===== config.mk =====
export PLATFORM = sky130hd
export DESIGN_NAME = freq_peak_detect_flat
export DESIGN_NICKNAME = d
export VERILOG_FILES = /design/src/rtl/freq_peak_detect_if.sv /design/src/rtl/freq_peak_detect.sv /design/src/flat_wrapper.sv
export SDC_FILE = /design/constraint.sdc
export NUM_CORES = 2
export LEC_CHECK = 0
export ABC_AREA = 0
export BUFFER_PORTS_ARGS = -buffer_cell sky130_fd_sc_hd__buf_2
export CORE_ASPECT_RATIO = 1.75
export CORE_UTILIZATION = 45
export DETAILED_ROUTE_END_ITERATION = 16
export PLACE_DENSITY = 0.72
export SLEW_MARGIN = 20
export SYNTH_ARGS = -nofsm -noshare
export SYNTH_HDL_FRONTEND = slang
export SYNTH_SLANG_ARGS = --single-unit

===== constraint.sdc =====
create_clock -name sink_clk -period 9.7 [get_ports sink_clk]
set_input_delay 1.94 -clock sink_clk [delete_from_list [all_inputs] [get_ports sink_clk]]
set_output_delay 1.94 -clock sink_clk [all_outputs]
set_load 0.01 [all_outputs]

===== src/rtl/freq_peak_detect_if.sv =====
// Streaming bus between an FFT frame source and the peak detector.
//   sink_valid/sop/eop  beat qualifier and frame delimiters
//   sink_re/sink_im     signed complex bin sample
//   peak_*/frame_len    per-frame result, qualified by peak_valid
//   err_valid/err_code  frame error pulse and sticky error code
// master: the side that produces beats and consumes results.
// slave:  the detector.
interface freq_peak_detect_if #(
    parameter int unsigned DATA_WIDTH = 20,
    parameter int unsigned TOT_SIZE   = 2048
);
    localparam int unsigned BinW = $clog2(TOT_SIZE);

    logic                           sink_valid;
    logic                           sink_sop;
    logic                           sink_eop;
    logic signed [DATA_WIDTH-1:0]   sink_re;
    logic signed [DATA_WIDTH-1:0]   sink_im;

    logic                           peak_valid;
    logic        [BinW-1:0]         peak_bin;
    logic        [2*DATA_WIDTH-1:0] peak_pow;
    logic        [BinW:0]           frame_len;
    logic                           err_valid;
    logic        [1:0]              err_code;

    modport master (
        output sink_valid, sink_sop, sink_eop, sink_re, sink_im,
        input  peak_valid, peak_bin, peak_pow, frame_len, err_valid, err_code
    );

    modport slave (
        input  sink_valid, sink_sop, sink_eop, sink_re, sink_im,
        output peak_valid, peak_bin, peak_pow, frame_len, err_valid, err_code
    );
endinterface


===== src/rtl/freq_peak_detect.sv =====
// Frequency peak detector: watches an FFT output frame stream, computes per-bin
// power re^2+im^2 and reports the strongest eligible bin of every frame.
// Ports:
//   sink_clk      clock, rising edge
//   sink_reset_n  asynchronous active-low reset
//   bus           freq_peak_detect_if slave (input beats in, results/errors out)
// Pipeline: edge N registers the beat, N+1 the squares, N+2 the sum, running
// max and the result/error outputs. Malformed frames (sop restart, overlength)
// raise err_valid and are never reported.
module freq_peak_detect #(
    parameter int unsigned DATA_WIDTH = 20,
    parameter int unsigned TOT_SIZE   = 2048,
    parameter int unsigned MIN_BIN    = 1
) (
    input logic               sink_clk,
    input logic               sink_reset_n,
    freq_peak_detect_if.slave bus
);
    localparam int unsigned BinW = $clog2(TOT_SIZE);
    localparam int unsigned LenW = BinW + 1;
    localparam int unsigned PowW = 2 * DATA_WIDTH;
    localparam int unsigned SqW  = PowW - 1;
    localparam logic [BinW-1:0] LastBin = BinW'(TOT_SIZE - 1);

    typedef enum logic [0:0] {StIdle, StInFrame} state_e;

    state_e          state_q, state_d;
    logic [BinW-1:0] cnt_q, cnt_d;   // index the next in-frame beat will get
    logic            over_q, over_d; // last accepted beat sat at LastBin

    // Decoded beat, valid only in the cycle the beat is presented
    logic            beat_acc;
    logic            beat_first;
    logic            beat_last;
    logic            beat_err_rst;
    logic            beat_err_over;
    logic [BinW-1:0] beat_bin;

    // ---------------------------------------------------------------------
    // Frame FSM
    // ---------------------------------------------------------------------
    always_ff @(posedge sink_clk or negedge sink_reset_n) begin
        if (!sink_reset_n) begin
            state_q <= StIdle;
        end else begin
            state_q <= state_d;
        end
    end

    always_comb begin
        state_d = state_q;
        if (bus.sink_valid) begin
            case (state_q)
                StIdle: begin
                    if (bus.sink_sop) begin
                        state_d = bus.sink_eop ? StIdle : StInFrame;
                    end
                end
                StInFrame: begin
                    if (bus.sink_sop) begin
                        state_d = bus.sink_eop ? StIdle : StInFrame;
                    end else if (over_q || bus.sink_eop) begin
                        state_d = StIdle;
                    end
                end
                default: state_d = StIdle;
            endcase
        end
    end

    always_comb begin
        beat_acc      = 1'b0;
        beat_first    = 1'b0;
        beat_last     = 1'b0;
        beat_err_rst  = 1'b0;
        beat_err_over = 1'b0;
        beat_bin      = '0;
        cnt_d         = cnt_q;
        over_d        = over_q;
        if (bus.sink_valid) begin
            if (bus.sink_sop) begin
                // A sop always opens a fresh frame; it is only an error if it
                // cuts into a frame that still had room to continue.
                beat_acc     = 1'b1;
                beat_first   = 1'b1;
                beat_last    = bus.sink_eop;
                beat_err_rst = (state_q == StInFrame) && !over_q;
                cnt_d        = BinW'(1);
                over_d       = 1'b0;
            end else if (state_q == StInFrame) begin
                if (over_q) begin
                    beat_err_over = 1'b1;
                    over_d        = 1'b0;
                end else begin
                    beat_acc  = 1'b1;
                    beat_last = bus.sink_eop;
                    beat_bin  = cnt_q;
                    cnt_d     = cnt_q + BinW'(1);
                    over_d    = !bus.sink_eop && (cnt_q == LastBin);
                end
            end
        end
    end

    always_ff @(posedge sink_clk or negedge sink_reset_n) begin
        if (!sink_reset_n) begin
            cnt_q  <= '0;
            over_q <= 1'b0;
        end else begin
            cnt_q  <= cnt_d;
            over_q <= over_d;
        end
    end

    // ---------------------------------------------------------------------
    // Stage 0: registered beat
    // ---------------------------------------------------------------------
    logic                         s0_valid_q;
    logic                         s0_first_q;
    logic                         s0_last_q;
    logic [1:0]                   s0_err_q;
    logic [BinW-1:0]              s0_bin_q;
    logic signed [DATA_WIDTH-1:0] s0_re_q;
    logic signed [DATA_WIDTH-1:0] s0_im_q;

    always_ff @(posedge sink_clk or negedge sink_reset_n) begin
        if (!sink_reset_n) begin
            s0_valid_q <= 1'b0;
            s0_first_q <= 1'b0;
            s0_last_q  <= 1'b0;
            s0_err_q   <= 2'b00;
            s0_bin_q   <= '0;
            s0_re_q    <= '0;
            s0_im_q    <= '0;
        end else begin
            s0_valid_q <= beat_acc;
            s0_first_q <= beat_first;
            s0_last_q  <= beat_last;
            s0_err_q   <= {beat_err_over, beat_err_rst};
            s0_bin_q   <= beat_bin;
            s0_re_q    <= bus.sink_re;
            s0_im_q    <= bus.sink_im;
        end
    end

    // ---------------------------------------------------------------------
    // Stage 1: squares
    // ---------------------------------------------------------------------
    // Sign-extend to SqW so the product is formed at SqW bits; the true square
    // never exceeds 2^(SqW-1), so the low SqW bits read as unsigned are exact.
    logic signed [SqW-1:0] re_ext;
    logic signed [SqW-1:0] im_ext;
    logic        [SqW-1:0] sq_re_d;
    logic        [SqW-1:0] sq_im_d;

    always_comb begin
        re_ext  = {{(DATA_WIDTH-1){s0_re_q[DATA_WIDTH-1]}}, s0_re_q};
        im_ext  = {{(DATA_WIDTH-1){s0_im_q[DATA_WIDTH-1]}}, s0_im_q};
        sq_re_d = re_ext * re_ext;
        sq_im_d = im_ext * im_ext;
    end

    logic            s1_valid_q;
    logic            s1_first_q;
    logic            s1_last_q;
    logic [1:0]      s1_err_q;
    logic [BinW-1:0] s1_bin_q;
    logic [SqW-1:0]  sq_re_q;
    logic [SqW-1:0]  sq_im_q;

    always_ff @(posedge sink_clk or negedge sink_reset_n) begin
        if (!sink_reset_n) begin
            s1_valid_q <= 1'b0;
            s1_first_q <= 1'b0;
            s1_last_q  <= 1'b0;
            s1_err_q   <= 2'b00;
            s1_bin_q   <= '0;
            sq_re_q    <= '0;
            sq_im_q    <= '0;
        end else begin
            s1_valid_q <= s0_valid_q;
            s1_first_q <= s0_first_q;
            s1_last_q  <= s0_last_q;
            s1_err_q   <= s0_err_q;
            s1_bin_q   <= s0_bin_q;
            sq_re_q    <= sq_re_d;
            sq_im_q    <= sq_im_d;
        end
    end

    // ---------------------------------------------------------------------
    // Stage 2: power, running max, results
    // ---------------------------------------------------------------------
    logic eligible;

    if (MIN_BIN == 0) begin : g_all_bins
        assign eligible = 1'b1;
    end else begin : g_min_bin
        assign eligible = (s1_bin_q >= BinW'(MIN_BIN));
    end

    logic            have_q, have_d;     // an eligible bin has been seen
    logic [PowW-1:0] max_pow_q, max_pow_d;
    logic [BinW-1:0] max_bin_q, max_bin_d;

    logic            peak_valid_q, peak_valid_d;
    logic [BinW-1:0] peak_bin_q, peak_bin_d;
    logic [PowW-1:0] peak_pow_q, peak_pow_d;
    logic [LenW-1:0] frame_len_q, frame_len_d;
    logic            err_valid_q, err_valid_d;
    logic [1:0]      err_code_q, err_code_d;

    logic [PowW-1:0] pow_sum;
    logic            base_have;
    logic [PowW-1:0] base_pow;
    logic [BinW-1:0] base_bin;
    logic            take;

    always_comb begin
        pow_sum = {1'b0, sq_re_q} + {1'b0, sq_im_q};

        // The first beat of a frame ignores whatever the previous frame left
        base_have = s1_first_q ? 1'b0 : have_q;
        base_pow  = s1_first_q ? '0 : max_pow_q;
        base_bin  = s1_first_q ? '0 : max_bin_q;

        // Strictly greater keeps the lowest index on ties
        take = s1_valid_q && eligible && (!base_have || (pow_sum > base_pow));

        have_d    = have_q;
        max_pow_d = max_pow_q;
        max_bin_d = max_bin_q;
        if (s1_valid_q) begin
            have_d    = base_have | eligible;
            max_pow_d = take ? pow_sum : base_pow;
            max_bin_d = take ? s1_bin_q : base_bin;
        end

        peak_valid_d = s1_valid_q && s1_last_q;
        peak_bin_d   = peak_bin_q;
        peak_pow_d   = peak_pow_q;
        frame_len_d  = frame_len_q;
        if (peak_valid_d) begin
            peak_bin_d  = have_d ? max_bin_d : '0;
            peak_pow_d  = have_d ? max_pow_d : '0;
            frame_len_d = {1'b0, s1_bin_q} + LenW'(1);
        end

        err_valid_d = |s1_err_q;
        err_code_d  = err_valid_d ? s1_err_q : err_code_q;
    end

    always_ff @(posedge sink_clk or negedge sink_reset_n) begin
        if (!sink_reset_n) begin
            have_q       <= 1'b0;
            max_pow_q    <= '0;
            max_bin_q    <= '0;
            peak_valid_q <= 1'b0;
            peak_bin_q   <= '0;
            peak_pow_q   <= '0;
            frame_len_q  <= '0;
            err_valid_q  <= 1'b0;
            err_code_q   <= 2'b00;
        end else begin
            have_q       <= have_d;
            max_pow_q    <= max_pow_d;
            max_bin_q    <= max_bin_d;
            peak_valid_q <= peak_valid_d;
            peak_bin_q   <= peak_bin_d;
            peak_pow_q   <= peak_pow_d;
            frame_len_q  <= frame_len_d;
            err_valid_q  <= err_valid_d;
            err_code_q   <= err_code_d;
        end
    end

    assign bus.peak_valid = peak_valid_q;
    assign bus.peak_bin   = peak_bin_q;
    assign bus.peak_pow   = peak_pow_q;
    assign bus.frame_len  = frame_len_q;
    assign bus.err_valid  = err_valid_q;
    assign bus.err_code   = err_code_q;

endmodule


===== src/flat_wrapper.sv =====
// flat-port wrapper written by rule: the top's interface ports become plain ports
module freq_peak_detect_flat 
#(
    parameter int unsigned DATA_WIDTH = 20,
    parameter int unsigned TOT_SIZE   = 2048,
    parameter int unsigned MIN_BIN    = 1
)
  (sink_clk, sink_reset_n, bus_sink_valid, bus_sink_sop, bus_sink_eop, bus_sink_re, bus_sink_im, bus_peak_valid, bus_peak_bin, bus_peak_pow, bus_frame_len, bus_err_valid, bus_err_code);
  freq_peak_detect_if #(.DATA_WIDTH(DATA_WIDTH), .TOT_SIZE(TOT_SIZE)) bus_i ();
  input logic sink_clk;
  input logic sink_reset_n;
  input wire logic [$bits(bus_i.sink_valid)-1:0] bus_sink_valid;
  input wire logic [$bits(bus_i.sink_sop)-1:0] bus_sink_sop;
  input wire logic [$bits(bus_i.sink_eop)-1:0] bus_sink_eop;
  input wire logic [$bits(bus_i.sink_re)-1:0] bus_sink_re;
  input wire logic [$bits(bus_i.sink_im)-1:0] bus_sink_im;
  output wire logic [$bits(bus_i.peak_valid)-1:0] bus_peak_valid;
  output wire logic [$bits(bus_i.peak_bin)-1:0] bus_peak_bin;
  output wire logic [$bits(bus_i.peak_pow)-1:0] bus_peak_pow;
  output wire logic [$bits(bus_i.frame_len)-1:0] bus_frame_len;
  output wire logic [$bits(bus_i.err_valid)-1:0] bus_err_valid;
  output wire logic [$bits(bus_i.err_code)-1:0] bus_err_code;
  assign bus_i.sink_valid = bus_sink_valid;
  assign bus_i.sink_sop = bus_sink_sop;
  assign bus_i.sink_eop = bus_sink_eop;
  assign bus_i.sink_re = bus_sink_re;
  assign bus_i.sink_im = bus_sink_im;
  assign bus_peak_valid = bus_i.peak_valid;
  assign bus_peak_bin = bus_i.peak_bin;
  assign bus_peak_pow = bus_i.peak_pow;
  assign bus_frame_len = bus_i.frame_len;
  assign bus_err_valid = bus_i.err_valid;
  assign bus_err_code = bus_i.err_code;
  freq_peak_detect #(.DATA_WIDTH(DATA_WIDTH), .TOT_SIZE(TOT_SIZE), .MIN_BIN(MIN_BIN)) u_core (.sink_clk(sink_clk), .sink_reset_n(sink_reset_n), .bus(bus_i));
endmodule

* Word level (Yosys, flattened, before mapping) *
Index checks and enable logic that the tools add are counted.

cells by class
  add/subtract/negate cells = 3
  $mul = 2
  order comparisons = 2
  eq/ne operators = 2
  multiplexer cells = 41
  bitwise gates (word level) = 2
  reductions and logical operators = 14

operators with widths
  kind                     count
  $mux W40                 4
  $mux W11                 11
  $mul A20 B20 Y39         2
  $add A39 B39 Y40         1
  $gt A40 B40 Y1           1
  $mux W1                  25
  $add A11 B1 Y12 const B  1
  $add A11 B1 Y11 const B  1
  $eq A11 B11 Y1 const B   1
  $ge A11 B1 Y1 const B    1
  $logic_and A1 B1 Y1      5
  $logic_not A1 Y1         3
  $reduce_and A3 Y1        1
  $logic_or A1 B1 Y1       2
  $ne A2 B2 Y1 const B     1
  $pmux W1 S2              1
  $reduce_and A2 Y1        1
  $reduce_bool A2 Y1       1
  $reduce_or A2 Y1         1
  $not A1 Y1               1
  $or A1 B1 Y1             1

storage, ports and cells
  bits in registers = 282
  bits of input ports = 45
  logic and storage cells = 92

* Longest topological paths before layout *
  depth in word-level cells = 7
  mapped depth = 27
  gate-level depth less buffers = 26

* Worst setup path after synthesis *
OpenSTA, ideal clock, no wires.

  path type = reg2reg
  start = register u_core.s0_re_q[19]
  end = register u_core.sq_re_q[37]
  data arrival time = 6.985 ns
  required time = 9.620 ns
  slack = 2.635 ns
  cell stages (with the launch flop) = 24
  path buffers = 2
  period minus slack after synthesis = 7.065 ns
  cell sequence = dfrtp_1 -> clkbuf_1 -> nand2_1 -> inv_1 -> fa_1 -> fa_1 -> inv_1 -> fa_1 -> inv_1 -> fa_1 -> fa_1 -> fa_1 -> fa_1 -> ha_1 -> clkbuf_1 -> a21oi_1 -> o21bai_1 -> a221o_1 -> a21oi_1 -> inv_1 -> a311o_1 -> a31o_1 -> a21oi_2 -> xnor2_1

between the ends
  cells in the longest elaborated chain, start to end = 1

ends and longest elaborated chain
  item                          line                     text
  start: declaration            freq_peak_detect.sv:123  logic signed [DATA_WIDTH-1:0] s0_re_q;
  start signal: assignment      freq_peak_detect.sv:141  s0_re_q <= bus.sink_re;
  $mul A20 B20 Y39              freq_peak_detect.sv:159  sq_re_d = re_ext * re_ext;
  named net u_core.sq_re_d[37]  freq_peak_detect.sv:153  logic [SqW-1:0] sq_re_d;
  end signal: assignment        freq_peak_detect.sv:186  sq_re_q <= sq_re_d;
  end: declaration              freq_peak_detect.sv:168  logic [SqW-1:0] sq_re_q;

The timed path passes the listed nets, and every way through them passes these cells.
A chain may end at the register's enable or synchronous reset.

* Worst setup path after layout *
  start = register u_core.s0_im_q[5]
  end = register u_core.sq_im_q[36]

between the ends
  cells in the longest elaborated chain, start to end = 1

ends and longest elaborated chain
  item                          line                     text
  start: declaration            freq_peak_detect.sv:124  logic signed [DATA_WIDTH-1:0] s0_im_q;
  start signal: assignment      freq_peak_detect.sv:142  s0_im_q <= bus.sink_im;
  $mul A20 B20 Y39              freq_peak_detect.sv:160  sq_im_d = im_ext * im_ext;
  named net u_core.sq_im_d[36]  freq_peak_detect.sv:154  logic [SqW-1:0] sq_im_d;
  end signal: assignment        freq_peak_detect.sv:187  sq_im_q <= sq_im_d;
  end: declaration              freq_peak_detect.sv:169  logic [SqW-1:0] sq_im_q;

The timed path passes the listed nets, and every way through them passes these cells.

==> results.py <==
metrics = {
    "run": {
        "max-cap-violations": 0,
    },
    "floorplanning": {
        "die_x_um": 223,
        "initial_core_util": 0.455,
        "rows": 141,
        "die_h_um": 389,
        "core-area_um2": 84500,
        "io_pins": 112,
        "dieArea_um2": 86700,
    },
    "sta": {
        "clock_skew_ps": 23.8,
        "max-slew-margin-rel": 0.245,
        "fin_crit_sh": 0.818,
        "fmax_mhz": 126,
        "hold_violations": 0,
        "setup_viol": 0,
        "min_period_ps": 7930,
        "final.setup.tns_ps": 0,
        "rsz0062_at_grt": "no",
        "holdWs_ps": 350,
        "slew_violations": 0,
        "worst_pin_slew_ps": 1130,
    },
    "route": {
        "drc": 0,
        "wirelength_um": 94500,
        "drtIter0Drc": 1252,
        "via_per_inst": 5.32,
        "wire_per_inst_um": 19.1,
        "ant_nets": 0,
        "via_count": 26300,
        "drt_pass1_iterations": 5,
    },
    "synth": {
        "synth_xor_area_frac": 0.0363,
        "synth_top_area_share": 0.392,
        "yosys.area_share.adder": 0.487,
        "synth.cell_area_um2": 38500,
        "synthesis.nets": 4895,
        "async_flop_share": 1.00,
        "synth-main-ff-cell": "dfrtp_1",
        "synthMuxAreaShare": 0.00137,
        "yosys_warnings": 0,
        "synthDistinctLibCells": 85,
        "yosys-top-cells-area": "fa_1 39%, dfrtp_1 18%, ha_1 9.6%, inv_1 9.0%, and2_1 3.1%",
        "yosysSeqAreaShare": 0.182,
        "synth_top_cell_by_area": "fa_1",
        "synth.avg_cell_area_um2": 10.1,
        "ys_ff_latch": 280,
        "synth_compound_area_frac": 0.0839,
        "synth_top_family_by_area": "adder cells",
        "synth-simple-area-share": 0.107,
        "synth-edff-count": 0,
        "synth_cells": 3803,
    },
    "setup_path": {
        "end_kind": "register",
        "crit_buf_inv": 5,
        "path_max_fanout": 19,
        "cp.required_ps": 10180,
        "worstPathArrival_ps": 8410,
        "worst_path_max_delay_cell": "dfrtp_1",
        "max_stage_delay_ps": 950,
        "start_kind": "register",
        "cpMostUsedCell": "fa_1",
        "crit_chain": "inv_1 > nor2_1 > fa_1 > fa_1 > inv_1 > fa_1 > inv_1 > fa_1 > fa_1 > fa_1 > inv_1 > fa_1 > inv_1 > ha_1 > nand4_1 > nor3_1 > nand4_1 > o311ai_1 > a21oi_1 > o21ai_0 > a31o_2 > a21oi_1 > xnor2_1",
        "crit_family": "adder cells",
        "crit_type": "register to register",
    },
    "global_route": {
        "grt_pass1_wl_um": 153000,
        "grtUsageTotal": 0.229,
        "grt_max_degree": 165,
        "antenna_found_initial": 0,
        "grt_pass1_vias": 29800,
        "grt_overflow_total": 0,
    },
    "placed_design": {
        "dpl_cell_area_um2": 40100,
        "io_buffers": 111,
        "dp.cells": 4885,
        "gp_congestion": 0.927,
        "dp_hpwl_um": 75100,
    },
    "clock_network": {
        "cts_htree_levels": 1,
        "clk_latency_ps": 610,
        "cts_buffers": 28,
        "cts_resized": 0,
        "cts-root-buf": "clkbuf_16",
        "cts.hold.buffers_added": 0,
        "clkTransAtPathRegs_ps": 90,
        "tritoncts": "done",
        "cts_sinks": 280,
        "postCtsSetupRepairBufs": 0,
        "clock_path_buffers": 3,
    },
    "layout": {
        "fin_nets": 4935,
        "area_delta_synth_final_pct": 6.88,
        "drive_above_1_share": 0.0580,
        "stdcell_count": 4936,
        "design_area_um2": 41100,
        "fillers": 7601,
        "n_antenna_cell": 0,
    },
    "worst_hold_path": {
        "hold_path_class": "register to register",
    },
    "run_status": {
        "status": "finished, final reports clean",
    },
}
-- per-stage QoR --
| stage | util | setup WS, ps |
|---|---|---|
| 6_report | 0.487 | 1770 |
| 3_3_place_gp | 0.474 | 2110 |
| 4_1_cts | 0.487 | 1840 |
| 2_1_floorplan | - | 2640 |
| 3_5_place_dp | 0.474 | 1890 |
| 5_1_grt | 0.487 | 1400 |
-- worst reg2reg max path, cell delays in order (launching register included) --
cell      delay, ps
dfrtp_1         950
inv_1           320
nor2_1          300
fa_1            490
fa_1            560
inv_1            60
fa_1            500
inv_1            60
fa_1            430
fa_1            430
fa_1            510
inv_1            50
fa_1            500
inv_1            40
ha_1            380
nand4_1         220
nor3_1          370
nand4_1         160
o311ai_1        600
a21oi_1         220
o21ai_0         270
a31o_2          190
a21oi_1          70
xnor2_1         130
-- synth_stat cells (all sizes together), types with 27 or more instances --
cell and number:
a21o 59, a21oi 105, a22o 91, and2 190
and3 27, clkbuf 110, dfrtp 280, fa 753
ha 294, inv 928, nand2 296, nand2b 57
nand3 33, nor2 101, nor2b 36, o21ai 73
xnor2 99, xor2 56
-- sequential cells by signal (all words and copies together) (netlist names), 12 cells and up --
register / flops
u_core.s0_im_q: 20
u_core.s0_re_q: 20
u_core.bus.frame_len: 12
u_core.bus.peak_pow: 40
u_core.sq_im_q: 38
u_core.sq_re_q: 38
u_core.max_pow_q: 40
-- metal layers --
layer | share of wire | up-vias | wire length (µm) | global-route usage
met1 | 0.33 | 13500 | 31500 | 0.229
li1 | - | 11700 | - | -
met5 | 0 | - | 0 | 0
met3 | 0.040 | 334 | 3780 | 0.0278
met2 | 0.54 | 685 | 51400 | 0.432
met4 | 0.082 | 0 | 7770 | 0.168
-- cell type report --
cell class              count  area [µm²]  area share
multi-input cells        2478       27500       0.670
flip-flops and latches    280        7010       0.170
inverters                 928        3480      0.0847
well taps                1072        1340      0.0326
clock buffers              35         768      0.0187
repair buffers            127         698      0.0170
clock inverters            16         275     0.00669
-- layout by cell type (no fill, tap or decap), types with 5 or more instances in the layout --
cell type,netlist,layout
a22oi_1,5,5
a31o_2,10,10
bufinv_16,0,5
o21a_1,11,11
nor3_1,19,19
a21o_1,59,59
o211ai_1,5,5
a21oi_1,102,102
or3_1,11,11
dfrtp_1,280,280
xor2_1,54,54
nor2_1,100,100
nor2b_1,36,36
nand2b_1,57,57
ha_1,294,294
nor4_1,10,10
xnor2_1,96,96
buf_2,6,110
fa_1,753,753
a31oi_1,9,9
clkbuf_16,0,29
nand2_1,296,294
nand4_1,26,26
a22o_1,91,91
a211oi_1,11,11
and2_1,189,189
nand3_1,33,33
a21boi_0,5,5
o21ai_1,7,7
a211oi_2,7,7
o21bai_1,6,6
o21ai_0,65,65
inv_1,927,927
buf_4,0,15
and3_1,27,27
-- worst paths after layout --
path                                       to                from  slack (ps)  cells past startpoint
max in group asynchronous   u_core.s0_re_q[6]        sink_reset_n        6760                      2
min                        u_core.s1_bin_q[7]  u_core.s0_bin_q[7]         350                      0
min in group asynchronous   u_core.s0_im_q[6]        sink_reset_n        1380                      1
min reg2reg                u_core.s1_bin_q[7]  u_core.s0_bin_q[7]         350                      0
max reg2reg                u_core.sq_im_q[36]   u_core.s0_im_q[5]        1770                     23
max                        u_core.sq_im_q[36]   u_core.s0_im_q[5]        1770                     23
-- cell families after synthesis --
| group | Yosys count |
|---|---|
| compound gates | 449 |
| buf+inv | 1045 |
| mux | 5 |
| flops | 280 |
| xor+xnor | 155 |
| fa+ha+maj | 1047 |
| simple gates | 822 |
Power is left out: the tool's default activity adds up to more than one toggle a clock period on the data nets, which glitch-free logic cannot reach.
